[config.mk]
export PLATFORM = sky130hd
export DESIGN_NAME = mult_accum_seq_flat
export DESIGN_NICKNAME = d
export VERILOG_FILES = /design/src/rtl/mult_accum_seq_if.sv /design/src/rtl/mult_accum_seq.sv /design/src/flat_wrapper.sv
export SDC_FILE = /design/constraint.sdc
export NUM_CORES = 1
export LEC_CHECK = 0
export BUFFER_PORTS_ARGS = -buffer_cell sky130_fd_sc_hd__buf_2
export CELL_PAD_IN_SITES_DETAIL_PLACEMENT = 0
export CELL_PAD_IN_SITES_GLOBAL_PLACEMENT = 2
export CORE_AREA = 3 3 81 91
export DETAILED_ROUTE_END_ITERATION = 10
export DIE_AREA = 0 0 84 94
export PLACE_DENSITY_LB_ADDON = 0.1
export SETUP_SLACK_MARGIN = 0.5
export SYNTH_ARGS = -nofsm -noshare
export SYNTH_HDL_FRONTEND = slang
export SYNTH_SLANG_ARGS = --single-unit
export TNS_END_PERCENT = 100
[constraint.sdc]
create_clock -name clk -period 1.8 [get_ports clk]
set_input_delay 0.18 -clock clk [delete_from_list [all_inputs] [get_ports clk]]
set_output_delay 0.18 -clock clk [all_outputs]
set_load 0.01 [all_outputs]
[src/rtl/mult_accum_seq_if.sv]
// Operand/result bundle for mult_accum_seq: operand stream in, multiplier
// operands out, product back, and the accumulated result handshake.
interface mult_accum_seq_if #(
  parameter int ACC_W = 16,
  parameter int CNT_W = 4
);
  logic             in_valid;
  logic             in_ready;
  logic [3:0]       in_a;
  logic [3:0]       in_b;
  logic             in_last;
  logic [3:0]       mul_a;
  logic [3:0]       mul_b;
  logic [7:0]       mul_p;
  logic             out_valid;
  logic             out_ready;
  logic [ACC_W-1:0] out_acc;
  logic [CNT_W-1:0] out_cnt;
  logic             out_ovf;

  // master = environment (operand source, multiplier, result sink)
  modport master (
    output in_valid, in_a, in_b, in_last, mul_p, out_ready,
    input  in_ready, mul_a, mul_b, out_valid, out_acc, out_cnt, out_ovf
  );

  modport slave (
    input  in_valid, in_a, in_b, in_last, mul_p, out_ready,
    output in_ready, mul_a, mul_b, out_valid, out_acc, out_cnt, out_ovf
  );
endinterface

[src/rtl/mult_accum_seq.sv]
// Sequencer/accumulator around an external 4x4 combinational multiplier:
// registers operand pairs, sums returned products, hands off total on last.
module mult_accum_seq #(
  parameter int ACC_W = 16,
  parameter int CNT_W = 4
) (
  input  logic             clk,
  input  logic             rst_n,
  input  logic             ena,
  mult_accum_seq_if.slave  bus
);

  typedef enum logic [1:0] {
    RUN   = 2'd0,
    DRAIN = 2'd1,
    DONE  = 2'd2
  } state_t;

  localparam logic [CNT_W-1:0] CNT_MAX = '1;

  state_t           state_reg;
  logic [3:0]       mul_a_reg;
  logic [3:0]       mul_b_reg;
  logic             pend_reg;
  logic [ACC_W-1:0] acc_reg;
  logic [CNT_W-1:0] cnt_reg;
  logic             ovf_reg;
  logic             out_valid_reg;

  logic             accept;
  logic [ACC_W:0]   sum_next;
  logic [CNT_W-1:0] cnt_next;

  // in_ready is a function of registered state and ena only
  assign bus.in_ready = ena && (state_reg == RUN);
  assign accept       = bus.in_valid && bus.in_ready;

  // Extra top bit of the sum is the carry-out that feeds the sticky overflow
  assign sum_next = {1'b0, acc_reg} + {{(ACC_W-7){1'b0}}, bus.mul_p};
  assign cnt_next = (cnt_reg == CNT_MAX) ? cnt_reg : cnt_reg + 1'b1;

  always_ff @(posedge clk or negedge rst_n) begin
    if (!rst_n) begin
      state_reg     <= RUN;
      mul_a_reg     <= '0;
      mul_b_reg     <= '0;
      pend_reg      <= 1'b0;
      acc_reg       <= '0;
      cnt_reg       <= '0;
      ovf_reg       <= 1'b0;
      out_valid_reg <= 1'b0;
    end else if (ena) begin
      pend_reg <= accept;
      if (accept) begin
        mul_a_reg <= bus.in_a;
        mul_b_reg <= bus.in_b;
      end
      // Product of the previous accept is added on the same edge that may load the next pair
      if (pend_reg) begin
        acc_reg <= sum_next[ACC_W-1:0];
        ovf_reg <= ovf_reg | sum_next[ACC_W];
        cnt_reg <= cnt_next;
      end
      case (state_reg)
        RUN: begin
          if (accept && bus.in_last) begin
            state_reg <= DRAIN;
          end
        end
        DRAIN: begin
          state_reg     <= DONE;
          out_valid_reg <= 1'b1;
        end
        DONE: begin
          // pend is always clear here, so the clear cannot collide with an add
          if (bus.out_ready) begin
            state_reg     <= RUN;
            out_valid_reg <= 1'b0;
            acc_reg       <= '0;
            cnt_reg       <= '0;
            ovf_reg       <= 1'b0;
          end
        end
        default: begin
          state_reg     <= RUN;
          out_valid_reg <= 1'b0;
        end
      endcase
    end
  end

  assign bus.mul_a     = mul_a_reg;
  assign bus.mul_b     = mul_b_reg;
  assign bus.out_valid = out_valid_reg;
  assign bus.out_acc   = acc_reg;
  assign bus.out_cnt   = cnt_reg;
  assign bus.out_ovf   = ovf_reg;

endmodule

[src/flat_wrapper.sv]
// flat-port wrapper written by rule: the top's interface ports become plain ports
module mult_accum_seq_flat 
#(
  parameter int ACC_W = 16,
  parameter int CNT_W = 4
)
  (clk, rst_n, ena, bus_in_valid, bus_in_a, bus_in_b, bus_in_last, bus_mul_p, bus_out_ready, bus_in_ready, bus_mul_a, bus_mul_b, bus_out_valid, bus_out_acc, bus_out_cnt, bus_out_ovf);
  mult_accum_seq_if #(.ACC_W(ACC_W), .CNT_W(CNT_W)) bus_i ();
  input  logic clk;
  input  logic rst_n;
  input  logic ena;
  input wire logic [$bits(bus_i.in_valid)-1:0] bus_in_valid;
  input wire logic [$bits(bus_i.in_a)-1:0] bus_in_a;
  input wire logic [$bits(bus_i.in_b)-1:0] bus_in_b;
  input wire logic [$bits(bus_i.in_last)-1:0] bus_in_last;
  input wire logic [$bits(bus_i.mul_p)-1:0] bus_mul_p;
  input wire logic [$bits(bus_i.out_ready)-1:0] bus_out_ready;
  output wire logic [$bits(bus_i.in_ready)-1:0] bus_in_ready;
  output wire logic [$bits(bus_i.mul_a)-1:0] bus_mul_a;
  output wire logic [$bits(bus_i.mul_b)-1:0] bus_mul_b;
  output wire logic [$bits(bus_i.out_valid)-1:0] bus_out_valid;
  output wire logic [$bits(bus_i.out_acc)-1:0] bus_out_acc;
  output wire logic [$bits(bus_i.out_cnt)-1:0] bus_out_cnt;
  output wire logic [$bits(bus_i.out_ovf)-1:0] bus_out_ovf;
  assign bus_i.in_valid = bus_in_valid;
  assign bus_i.in_a = bus_in_a;
  assign bus_i.in_b = bus_in_b;
  assign bus_i.in_last = bus_in_last;
  assign bus_i.mul_p = bus_mul_p;
  assign bus_i.out_ready = bus_out_ready;
  assign bus_in_ready = bus_i.in_ready;
  assign bus_mul_a = bus_i.mul_a;
  assign bus_mul_b = bus_i.mul_b;
  assign bus_out_valid = bus_i.out_valid;
  assign bus_out_acc = bus_i.out_acc;
  assign bus_out_cnt = bus_i.out_cnt;
  assign bus_out_ovf = bus_i.out_ovf;
  mult_accum_seq #(.ACC_W(ACC_W), .CNT_W(CNT_W)) u_core (.clk(clk), .rst_n(rst_n), .ena(ena), .bus(bus_i));
endmodule
**Word-level counts from Yosys, hierarchy flattened**

Index checks and enable logic that the tools add are counted.
Widths: inputs -> output; s select.

- Reduce and logical (&&, ||, !) cells: 7
- Eq/ne operators: 5
- Bitwise operators: 2
- Multiplexer cells: 15
- Add/subtract/negate cells: 2

Operators with widths:

| cell | number |
|---|---|
| $mux 16 | 3 |
| $add 16x8->17 | 1 |
| $mux 4 | 4 |
| $pmux 2 s3 | 1 |
| $reduce_and 3->1 | 2 |
| $add 4x1->4 const B | 1 |
| $eq 4x4->1 const B | 1 |
| $mux 1 | 4 |
| $mux 2 | 2 |
| $ne 2x2->1 const B | 2 |
| $logic_and 1x1->1 | 3 |
| $pmux 1 s3 | 1 |
| $eq 2x1->1 const B | 1 |
| $eq 2x2->1 const B | 1 |
| $logic_not 2->1 | 1 |
| $reduce_and 2->1 | 1 |
| $not 1->1 | 1 |
| $or 1x1->1 | 1 |

- Input bits: 22
- Output and inout port bits: 31
- Register bits after elaboration: 33
- Logic and storage cells: 39

**Logic depth before layout (Yosys ltp)**

Gate-level depths: netlist of run 1.

- Word-level depth: 6
- Depth in mapped cells: 7
- Mapped depth without buffers: 7

**Worst setup path before layout of run 1**

OpenSTA, ideal clock, no wires.

- Path type: flip-flop to flip-flop
- Start point: register u_core.acc_reg[0] (netlist: u_core.bus.out_acc[0])
- End point: register u_core.ovf_reg (netlist: u_core.bus.out_ovf)
- Clock period less this slack: 2,017 ps
- Data required time: 1,679 ps
- Data arrival time: 1,896 ps
- Buffers on the path: 0
- Library setup time: 121 ps
- Stages on the path, launching flop included: 8
- Slack: -217 ps
- Cell sequence: dfrtp_1 ha_1 fa_1 a211oi_1 o21a_4 nand2_1 a41oi_1 nor2_1

- Longest elaborated chain between the ends: 5

Ends and longest elaborated chain:

| item | line | source |
|---|---|---|
| start: declaration | mult_accum_seq.sv:25 | `logic [ACC_W-1:0] acc_reg;` |
| start signal: assignment | mult_accum_seq.sv:60 | `acc_reg <= sum_next[ACC_W-1:0];` |
| $add 16x8->17 * | mult_accum_seq.sv:39 | `assign sum_next = {1'b0, acc_reg} + {{(ACC_W-7){1'b0}}, bus.mul_p};` |
| $or 1x1->1 * | mult_accum_seq.sv:61 | `ovf_reg <= ovf_reg \| sum_next[ACC_W];` |
| $mux 1 * | mult_accum_seq.sv:59 | `if (pend_reg) begin` |
| $mux 1 | mult_accum_seq.sv:76 | `if (bus.out_ready) begin` |
| $mux 1 * | mult_accum_seq.sv:64 | `case (state_reg)` |
| end signal: assignment | mult_accum_seq.sv:61 |  |
| end: declaration | mult_accum_seq.sv:27 | `logic ovf_reg;` |

Mark *: on every way between the ends. The rest lies on a longest branch, timed or not.
A chain may end at the register's enable or synchronous reset.

**Worst setup path in the final report of run 1**

- Start point: register u_core.acc_reg[2] (netlist: u_core.bus.out_acc[2])
- End point: register u_core.acc_reg[13] (netlist: u_core.bus.out_acc[13])

- Longest elaborated chain between the ends: 4

Ends and longest elaborated chain:

| item | line |
|---|---|
| $add 16x8->17 * | mult_accum_seq.sv:39 |
| $mux 16 * | mult_accum_seq.sv:59 |
| $mux 16 | mult_accum_seq.sv:76 |
| $mux 16 * | mult_accum_seq.sv:64 |

Marked as above.

==> results of run 1 <==
## cells by family (layout without fill, tap and decap cells)
| family | Yosys count | after routing | synth area share [%] |
|---|---|---|---|
| compound gates | 48 | 48 | 19.00 |
| simple gates | 60 | 61 | 15.81 |
| mux | 11 | 11 | 6.645 |
| flops | 33 | 33 | 43.85 |
| fa+ha+maj | 10 | 10 | 7.043 |
| buf+inv | 5 | 94 | 2.059 |
| xor+xnor | 12 | 12 | 5.581 |
## timing repair
item / CTS / global route
pin swaps: 25 / 16
hold endpoints to repair: 33 / 0
cloned: 1 / 0
gates resized for setup: 17 / 20
hold buffers: 1 / 0
setup buffers: 6 / 3
setup endpoints to repair: 28 / 27
## cells in the mapped netlist, types with 2 or more instances
library cell / count
o21ai_0: 3
nor3_2: 2
nand4_1: 2
a22o_1: 4
nor2_1: 20
ha_1: 9
dfrtp_1: 33
a211oi_1: 4
mux2i_1: 2
o21ai_1: 3
nand2b_1: 2
and2_1: 2
nand3_1: 3
xnor2_1: 8
a21oi_1: 16
or2_2: 2
mux2_2: 8
xor2_1: 4
inv_1: 2
nand2_1: 17
and4_1: 2
o211ai_1: 3
a21o_1: 4
## power groups by stage
stage / Sequential [mW] / Clock [mW] / Combinational [mW]
floorplan: 1.25 / 0 / 1.05
global placement: 1.15 / 0 / 1.87
detailed placement: 1.16 / 0 / 1.87
CTS: 1.16 / 0.760 / 2.12
global route: 1.20 / 0.785 / 2.49
finish: 1.17 / 0.720 / 2.26
## cell usage in the layout, fill, tap and decap left out, types with 3 or more instances in the layout
cell      count
a21oi_1      11
o21ai_0       3
a22o_1        4
buf_2        51
o21ai_2       3
nand2_1      15
nor2_4        4
mux2_4        9
buf_6         3
nor2_1       16
a21oi_2       5
buf_4        29
and2_4        3
clkbuf_8      5
dfrtp_1      31
xor2_1        3
ha_4          8
o211ai_1      3
a21o_1        4
xnor2_1       6
## layout make-up
type	count	share of cell area, %
clock inverters	3	1.596
flip-flops and latches	33	28.55
clock buffers	5	2.372
repair buffers	84	17.81
well taps	82	3.536
inverters	2	0.2587
multi-input cells	142	45.88
## layer usage
metal / wire length [microns] / global-route usage, % / up-vias / share of wire [%]
li1: - / - / 827 / -
met1: 2395 / 17.99 / 822 / 46
met2: 2512 / 22.61 / 45 / 48
met3: 285 / 3.947 / 4 / 5.4
met4: 43 / 4.021 / 0 / 0.82
met5: 0 / 0 / - / 0
## worst max-delay path, cell delays in order, from the launching register on
cell      delay (ns)
dfrtp_1         0.42
ha_4            0.31
o211ai_1        0.13
buf_4           0.17
nor3_4          0.16
o21ai_2         0.10
or4_1           0.47
nand2_1         0.08
## through the flow
| step | util [%] | cells | hold slack, ns | area (sq um) | TNS [ns] |
|---|---|---|---|---|---|
| 2_1_floorplan | - | 179 | -0.1156 | 2018 | -0.1735 |
| 6_report | 44.26 | 351 | 0.1082 | 2902 | -0.2584 |
| 3_3_place_gp | 38.21 | 332 | 0.2382 | 2505 | -0.4935 |
| 4_1_cts | 42.32 | 348 | 0.09907 | 2774 | -0.3984 |
| 5_1_grt | 44.26 | 351 | 0.1015 | 2902 | -1.029 |
| 3_5_place_dp | 38.21 | 332 | 0.2547 | 2505 | -0.6084 |
## worst max path at each step
stage                     startpoint  slack, ns  depth (start not counted)                endpoint
3_3_place_gp   u_core.bus.out_acc[1]      -0.09                          6  u_core.bus.out_acc[15]
4_1_cts        u_core.bus.out_acc[0]      -0.09                          7  u_core.bus.out_acc[15]
6_report       u_core.bus.out_acc[2]      -0.08                          7  u_core.bus.out_acc[13]
2_1_floorplan  u_core.bus.out_acc[0]      -0.05                          7      u_core.bus.out_ovf
5_1_grt        u_core.bus.out_acc[1]      -0.15                          6  u_core.bus.out_acc[15]
3_5_place_dp   u_core.bus.out_acc[1]      -0.14                          6  u_core.bus.out_acc[15]
==> metrics.md, run 1 <==
| Metric | Value |
|---|---|
| Run status | `complete, but fails checks` |
| Violated checks | `setup timing` |
| GRT Overall Usage | `~14%` |
| Routed WL | `5237 microns` |
| Initial antenna violation count | `0` |
| Hold Path Stages | `2` |
| Pins Over Slew Limit | `0` |
| Effective utilization at floorplan | `between 20% and 30%` |
| Sequential-to-total area share from yosys stat | `43.85%` |
| Worst R2R Start | `u_core.bus.out_acc[2]` |
| Cell accounting for the most synthesized area | `dfrtp_1` |
| Slew Limit Headroom | `between 70% and 80%` |
| Setup Skew | `about 0.0054 ns` |
| DP HPWL | `~3800 microns` |
| Lkg Pwr | `~1.3 nW` |
| Fill cells | `649` |
| Worst-path maximum fanout | `3` |
| Register share of total power | `approximately 28%` |
| R2r endpoint | `u_core.bus.out_acc[13]` |
| Max Clock Freq | `531.2 MHz` |
| Tmin final | `between 1.5 and 2 ns` |
| Mapped Area | `about 0.0019 sq mm` |
| Final ANT Viol Nets | `0` |
| Hold endpoint | `u_core.state_reg[0]` |
| Vias per cell | `~4.8` |
| Max clock buf depth | `2` |
| Gpl congestion | `0.7854` |
| RSZ-0062 raised after global routing | `true` |
| Synth-to-Final Area Change | `54.09%` |
| Fin nets | `300` |
| CP Launch Type | `flop` |
| Pwr dens | `approximately 1400 mW/mm^2` |
| TritonCTS clock tree | `built` |
| DIE WIDTH | `around 84 microns` |
| H-tree Lvls | `2` |
| FF-to-FF path depth | `7` |
| DRT iter0 DRCs | `82` |
| Clk sinks | `33` |
| Max reg flops | `16` |
| Ant diodes | `0` |
| DR pass1 iterations | `4` |
| First-pass GRT wire length | `a little under 9000 microns` |
| Clock slew at reported path FFs | `0.08 ns` |
| Count of different cell masters after synthesis | `47` |
| Required @ worst endpoint | `2.03 ns` |
| Num CTS Buffers | `5` |
| Syn. warnings | `0` |
| Peak supply drop | `0.5042 mV` |
| Period utilization | `104.6%` |
| Drc violations | `0` |
| NetSw | `between 1.5 and 2 mW` |
| Share of layout cells above drive strength 1 | `about 56%` |
| Hold Path Class | `primary input to flop` |
| Die height | `around 94 microns` |
| Syn Nets | `approximately 210` |
| Clk Latency, worst-skew pair | `just under 0.3 ns` |
| Async S/R FF share, synth | `100.0%` |
| Syn_area_per_cell | `10.52 sq um` |
| Site Rows | `31` |
| Synth top area share | `a little over two fifths` |
| Core ar. | `between 0.006 and 0.007 sq mm` |
| Sw Share | `a little under two fifths` |
| Routed wire per std cell | `between 10 and 15 microns` |
| Worst slew pin tran | `0.4491 ns` |
| FF+latch count, synth | `33` |
| Vias in the first global route | `approximately 1800` |
| # port buffers | `between 50 and 60` |
| P_int | `2.583 mW` |
| Mapped Cells | `179` |
| Ranking of synthesized cells by area | `dfrtp_1 44%, ha_1 6.0%, mux2_2 4.8%` |
| Part of the power in the clock network | `17.4%` |
| Final Setup Violations | `8` |
| Combinational share of power | `between 50% and 60%` |
| Number of enable flip-flop cells after synthesis | `0` |
| Min-delay src | `bus_in_last` |
| Final Total Pwr | `4.149 mW` |
| Multi-input logic area | `about 0.0013 sq mm` |
| IO Pins | `53` |
| Register-to-register path setup slack | `-0.08 ns` |
| Storage cell area | `828.3 sq um` |
| Endpoints failing hold | `0` |
| Synth Flop Type | `dfrtp_1` |
| Largest net degree at the start of global routing | `34` |
| Die Area | `roughly 0.0079 sq mm` |
| Worst EP arrival | `around 2.1 ns` |
| Pre-CTS WS | `-0.1434 ns` |
| Max Cap Violations | `0` |
| CP endpoint kind | `flop` |
| Root Buffer | `clkbuf_8` |
| Worst Setup Slack, final | `-0.08254 ns` |
| WS Path Type | `flop to flop` |
| Via total after detailed routing | `1698` |
| Grt total ovfl | `0` |
No activity file was read; power rests on OpenSTA's default activity.
==> run 2, diff against run 1 <==
BUFFER_PORTS_ARGS = -buffer_cell sky130_fd_sc_hd__buf_4   (was -buffer_cell sky130_fd_sc_hd__buf_2)
==> metrics.md, run 2 (synthesis gave the netlist of run 1 again) <==
| Metric | Value |
|---|---|
| Run status | `complete, but fails checks` |
| Violated checks | `setup timing` |
| Utilization after layout | `45.66% (+1.4 points)` |
| Gpl congestion | `0.8059 (+2.6%)` |
| RSZ-0062 raised after global routing | `true` |
| Final Setup Violations | `8 (unchanged)` |
| Drc violations | `0 (unchanged)` |
| Ant diodes | `0 (unchanged)` |
| TritonCTS clock tree | `built` |
| Share of layout cells above drive strength 1 | `55.30% (-0.83 points)` |
| Multi-input logic area | `0.001329 sq mm (-0.19%)` |
| # port buffers | `52 (unchanged)` |
| Finished Cell Area | `0.002993 sq mm (+3.1%)` |
| Clk sinks | `33 (unchanged)` |
| First-pass GRT wire length | `8921 microns (+1.2%)` |
| Synth-to-Final Area Change | `58.94%` |
| Placed cell areas | `0.002635 sq mm (+5.2%)` |
| Die Area | `0.007896 sq mm (unchanged)` |
| Tmin final | `1.880 ns (-0.002540 ns)` |
| Register-to-register path setup slack | `-0.08 ns (about the same)` |
| WS Path Type | `flop to flop` |
| Buf/Inv on CP | `0 (-1)` |
| Hold Path Class | `primary input to flop` |
| Setup Skew | `0.006163 ns (+0.0008051 ns)` |
| Critical-path top delay cell | `dfrtp_1` |
| Final Total Pwr | `4.235 mW (+2.1%)` |
| Effective utilization at floorplan | `28.73% (unchanged)` |
| CP endpoint kind | `flop` |
| Die height | `94 microns (unchanged)` |
| Peak supply drop | `0.6548 mV (+30%)` |
| GRT Overall Usage | `14.12% (+0.23 points)` |
| Core ar. | `0.006555 sq mm (unchanged)` |
| Vias per cell | `4.908 (+1.4%)` |
| Critical path origin | `u_core.bus.out_acc[0]` |
| Non-filler cells, final | `346 (-1.4%)` |
| Period utilization | `104.4% (-0.14 points)` |
| Slew Limit Headroom | `70.36% (+0.31 points)` |
| CP delay by family, top | `compound AO/OA/AOI/OAI gates` |
| Storage cell area | `828.3 sq um (unchanged)` |
| DRT iter0 DRCs | `48 (-41%)` |
| Routed WL | `5322 microns (+1.6%)` |
| Fill cells | `658 (+1.4%)` |
| Clock slew at reported path FFs | `0.08 ns (about the same)` |
| Root Buffer | `clkbuf_8` |
| Worst EP arrival | `2.06 ns (-0.05 ns)` |
| DP HPWL | `3904 microns (+2.8%)` |
| Most common cell after layout, fill and taps aside | `buf_4` |
| Max clock buf depth | `2 (unchanged)` |
| Max Cap Violations | `0 (unchanged)` |
| Worst Setup Slack, final | `-0.08000 ns (+0.002540 ns)` |
| Worst R2R Start | `u_core.bus.out_acc[0]` |
| Fin nets | `295 (-1.7%)` |
| Cells after DPL | `332 (unchanged)` |
| CP Launch Type | `flop` |
| Largest net degree at the start of global routing | `34 (unchanged)` |
| Pwr dens | `1415 mW/mm^2 (-1.1%)` |
| Via total after detailed routing | `1698 (unchanged)` |
| Num CTS Buffers | `5 (unchanged)` |
| Initial antenna violation count | `0 (unchanged)` |
| Max incr delay on CP | `0.41 ns (-0.06 ns)` |
| Endpoints failing hold | `0 (unchanged)` |
| Clk Latency, worst-skew pair | `0.29 ns (about the same)` |
| Vias in the first global route | `1833 (+3.0%)` |
| Min-delay src | `bus_in_last` |
| Pins Over Slew Limit | `0 (unchanged)` |
| H-tree Lvls | `2 (unchanged)` |
| Required @ worst endpoint | `1.98 ns (-0.05 ns)` |
| CP Cell Sequence | `ha_4 -> fa_2 -> a211oi_4 -> o21a_4 -> a2111oi_4 -> xnor2_1 -> nor2_2` |
| Most frequent cells in the layout | `74 x buf_4, 31 x dfrtp_1, 17 x nor2_1` |
| Setup_tns | `-0.3338 ns (-0.07535 ns)` |
| DIE WIDTH | `84 microns (unchanged)` |
| Worst slew pin tran | `0.4445 ns (-0.004605 ns)` |
| Worst-path maximum fanout | `5 (+2)` |
| Routed wire per std cell | `15.38 microns (+3.1%)` |
| IO Pins | `53 (unchanged)` |
| Grt total ovfl | `0 (unchanged)` |
| Max Clock Freq | `531.9 MHz (+0.14%)` |
| Lkg Pwr | `1.328 nW (-0.39%)` |
| DR pass1 iterations | `4 (unchanged)` |
| Max reg flops | `16 (unchanged)` |
| Final ANT Viol Nets | `0 (unchanged)` |
| Site Rows | `31 (unchanged)` |
run 2: worst reg2reg max path: stages (launching register included):
cell	delay (ns)
dfrtp_1	0.41
ha_4	0.18
fa_2	0.37
a211oi_4	0.26
o21a_4	0.23
a2111oi_4	0.09
xnor2_1	0.19
nor2_2	0.05
run 2: final cells by class:
type	count	area share [%]
multi-input cells	142	44.40
flip-flops and latches	33	27.68
repair buffers	79	20.40
well taps	82	3.428
clock buffers	5	2.299
clock inverters	3	1.547
inverters	2	0.2508
run 2: report_power, final:
group | leakage [nW] | switching (mW) | internal (mW)
Clock | 0.0543 | 0.304 | 0.414
Combinational | 0.855 | 1.05 | 1.30
Sequential | 0.419 | 0.217 | 0.952
Total | 1.33 | 1.57 | 2.66
run 2: timing repair:
item,4_1_cts,5_1_grt
pin swaps,14,14
cloned,1,0
resized for setup,18,21
hold endpoints to repair,33,0
hold buffers,1,0
setup endpoints to repair,28,25
buffers inserted,4,0
run 2: per-stage QoR:
step / hold WS [ns] / setup WS, ns
6_report: 0.1041 / -0.08000
5_1_grt: 0.1079 / -0.1733
4_1_cts: 0.09716 / -0.04945
3_5_place_dp: 0.1665 / -0.1176
3_3_place_gp: 0.1544 / -0.08552
2_1_floorplan: -0.1156 / -0.04535
run 2: worst paths after layout:
path	to	cells past startpoint
max	u_core.bus.out_acc[14]	7
min	u_core.state_reg[0]	2
max reg2reg	u_core.bus.out_acc[14]	7
min reg2reg	u_core.bus.mul_a[3]	1
max in group asynchronous	u_core.state_reg[1]	2
min in group asynchronous	u_core.bus.out_acc[4]	2
run 2: metal layers:
layer	wire [microns]	GRT usage, %	vias up
met1	2250	17.41	836
li1	-	-	817
met5	0	0	-
met3	251	3.509	6
met2	2776	24.87	39
met4	43	3.217	0
==> run 3, diff against run 2 <==
CORE_AREA = 3 3 78 87   (was 3 3 81 91)
DIE_AREA = 0 0 81 90   (was 0 0 84 94)
clock period = 2 ns   (was 1.8 ns; I/O delays follow)
==> metrics.md, run 3 (synthesis gave the netlist of run 1 again) <==
| Metric | Value |
|---|---|
| DIE WIDTH | `81 microns (-3.6%)` |
| Max reg flops | `16 (unchanged)` |
| Hold WS | `0.1310 ns (+0.02693 ns)` |
| Critical path origin | `u_core.bus.out_acc[0]` |
| # port buffers | `52 (unchanged)` |
| Final Setup Violations | `0 (-8)` |
| Pwr dens | `1266 mW/mm^2 (-11%)` |
| Final ANT Viol Nets | `0 (unchanged)` |
| DR pass1 iterations | `4 (unchanged)` |
| Die height | `90 microns (-4.3%)` |
| Drc violations | `0 (unchanged)` |
| Clock slew at reported path FFs | `0.08 ns (about the same)` |
| Ant diodes | `0 (unchanged)` |
| Lkg Pwr | `1.278 nW (-3.8%)` |
| CP Cell Sequence | `ha_4 -> buf_4 -> a211oi_4 -> o21ai_2 -> o211ai_2 -> mux2_4 -> nor3_2` |
| Max clock buf depth | `2 (unchanged)` |
| Pins Over Slew Limit | `0 (unchanged)` |
| Worst-path maximum fanout | `2 (-3)` |
| Die Area | `0.007290 sq mm (-7.7%)` |
| Utilization after layout | `48.49% (+2.8 points)` |
| DRT iter0 DRCs | `65 (+35%)` |
| Vias in the first global route | `1702 (-7.1%)` |
| Run status | `finished clean` |
| Gpl congestion | `0.8156 (+1.2%)` |
| Most frequent cells in the layout | `73 x buf_4, 31 x dfrtp_1, 19 x nor2_1` |
| Max Cap Violations | `0 (unchanged)` |
| Largest net degree at the start of global routing | `34 (unchanged)` |
| Max Clock Freq | `533.3 MHz (+0.26%)` |
| GRT Overall Usage | `15.05% (+0.93 points)` |
| Fin nets | `292 (-1.0%)` |
| Share of layout cells above drive strength 1 | `51.34% (-4.0 points)` |
| RSZ-0062 raised after global routing | `true` |
| R2r endpoint | `u_core.bus.out_acc[15]` |
| Effective utilization at floorplan | `32.03% (+3.3 points)` |
| Max incr delay on CP | `0.41 ns (about the same)` |
| IO Pins | `53 (unchanged)` |
| Endpoints failing hold | `0 (unchanged)` |
| CP delay by family, top | `compound AO/OA/AOI/OAI gates` |
| FF-to-FF path depth | `7 (unchanged)` |
| Crit path to | `u_core.bus.out_acc[15]` |
| Vias per cell | `4.950 (+0.86%)` |
| Routed wire per std cell | `15.56 microns (+1.2%)` |
| WP depth | `7 (unchanged)` |
| Via total after detailed routing | `1673 (-1.5%)` |
| CP Launch Type | `flop` |
| Peak supply drop | `0.4533 mV (-31%)` |
| Core ar. | `0.005878 sq mm (-10%)` |
| CP endpoint kind | `flop` |
| Worst EP arrival | `2.09 ns (+0.03 ns)` |
| Most common cell after layout, fill and taps aside | `buf_4` |
| Buf/Inv on CP | `1 (+1)` |
| Site Rows | `29 (-6.5%)` |
| Critical-path top delay cell | `dfrtp_1` |
| DP HPWL | `3697 microns (-5.3%)` |
| Clk sinks | `33 (unchanged)` |
| WS Path Type | `flop to flop` |
| Initial antenna violation count | `0 (unchanged)` |
| Grt total ovfl | `0 (unchanged)` |
| Routed WL | `5260 microns (-1.2%)` |
| Hold Path Class | `primary input to flop` |
| Period utilization | `93.75% (-11 points)` |
| Root Buffer | `clkbuf_8` |
| Setup_tns | `0 ns (+0.3338 ns)` |
| Worst R2R Start | `u_core.bus.out_acc[0]` |
| First-pass GRT wire length | `8583 microns (-3.8%)` |
| H-tree Lvls | `2 (unchanged)` |
| TritonCTS clock tree | `built` |
| Slew Limit Headroom | `69.98% (-0.38 points)` |
| Register-to-register path setup slack | `0.12 ns (+0.20 ns)` |
| Required @ worst endpoint | `2.21 ns (+0.23 ns)` |
| Num CTS Buffers | `5 (unchanged)` |
| Setup Skew | `0.008992 ns (+0.002828 ns)` |
| Synth-to-Final Area Change | `51.36%` |
| Clk Latency, worst-skew pair | `0.29 ns (about the same)` |
| Worst slew pin tran | `0.4503 ns (+0.005757 ns)` |
| Tmin final | `1.875 ns (-0.004952 ns)` |
[run 3: cell types whose count changed in the layout (fill, tap and decap cells not counted), sizes merged]
cell	change
buf	-3
bufinv	-1
clkbuf	+2
clkinvlp	-1
[run 3: layout make-up]
class | instances | area (sq um)
multi-input combinational | 142 | 1236
inverter | 2 | 7.507
timing repair buffer | 76 | 580.6
clock inverter | 1 | 5.005
tap | 77 | 96.34
clock buffer | 7 | 96.34
fill | 575 | 3028
sequential | 33 | 828.3
[run 3: through the flow]
stage | worst slack [ns] | power (mW) | area [sq um] | std cells
after global routing | 0.03642 | 3.889 | 2850 | 338
final | 0.1250 | 3.609 | 2850 | 338
after global placement | 0.08593 | 2.580 | 2456 | 310
after detailed placement | 0.01402 | 2.600 | 2456 | 310
after floorplan | 0.1547 | 2.030 | 1966 | 179
after CTS | 0.1467 | 3.501 | 2758 | 332
[run 3: worst min-delay path by stage]
stage                                        to  cells after the start   startpoint  slack (ns)
after floorplan             u_core.bus.mul_a[0]                      0        rst_n        -0.1
after global placement    u_core.bus.out_acc[3]                      1        rst_n        0.18
after detailed placement  u_core.bus.out_acc[3]                      1        rst_n        0.19
after CTS                   u_core.state_reg[0]                      2  bus_in_last        0.12
after global routing        u_core.state_reg[0]                      2  bus_in_last        0.12
final                       u_core.state_reg[0]                      2  bus_in_last        0.13
[run 3: what timing repair did]
item | in CTS | in global routing
hold buffers | 1 | 0
setup endpoints to repair | 22 | 24
cloned | 0 | 1
hold endpoints to repair | 33 | 0
setup buffers | 13 | 5
gates resized for setup | 15 | 10
pin swaps | 19 | 17
[run 3: worst reg2reg max path: stages (launching register included)]
cell and delay, ns:
dfrtp_1 0.41, ha_4 0.17, buf_4 0.13, a211oi_4 0.27, o21ai_2 0.11, o211ai_2 0.23
mux2_4 0.32, nor3_2 0.14
[run 3: report_power, final]
group / switching (mW) / internal (mW)
Clock: 0.257 / 0.311
Combinational: 0.912 / 1.08
Sequential: 0.190 / 0.857
[run 3: routing by layer]
layer / GRT usage [%] / part of all wire (%)
met1: 19.72 / 43
met2: 24.11 / 51
met3: 3.700 / 4.6
met4: 4.648 / 1.2
met5: 0 / 0
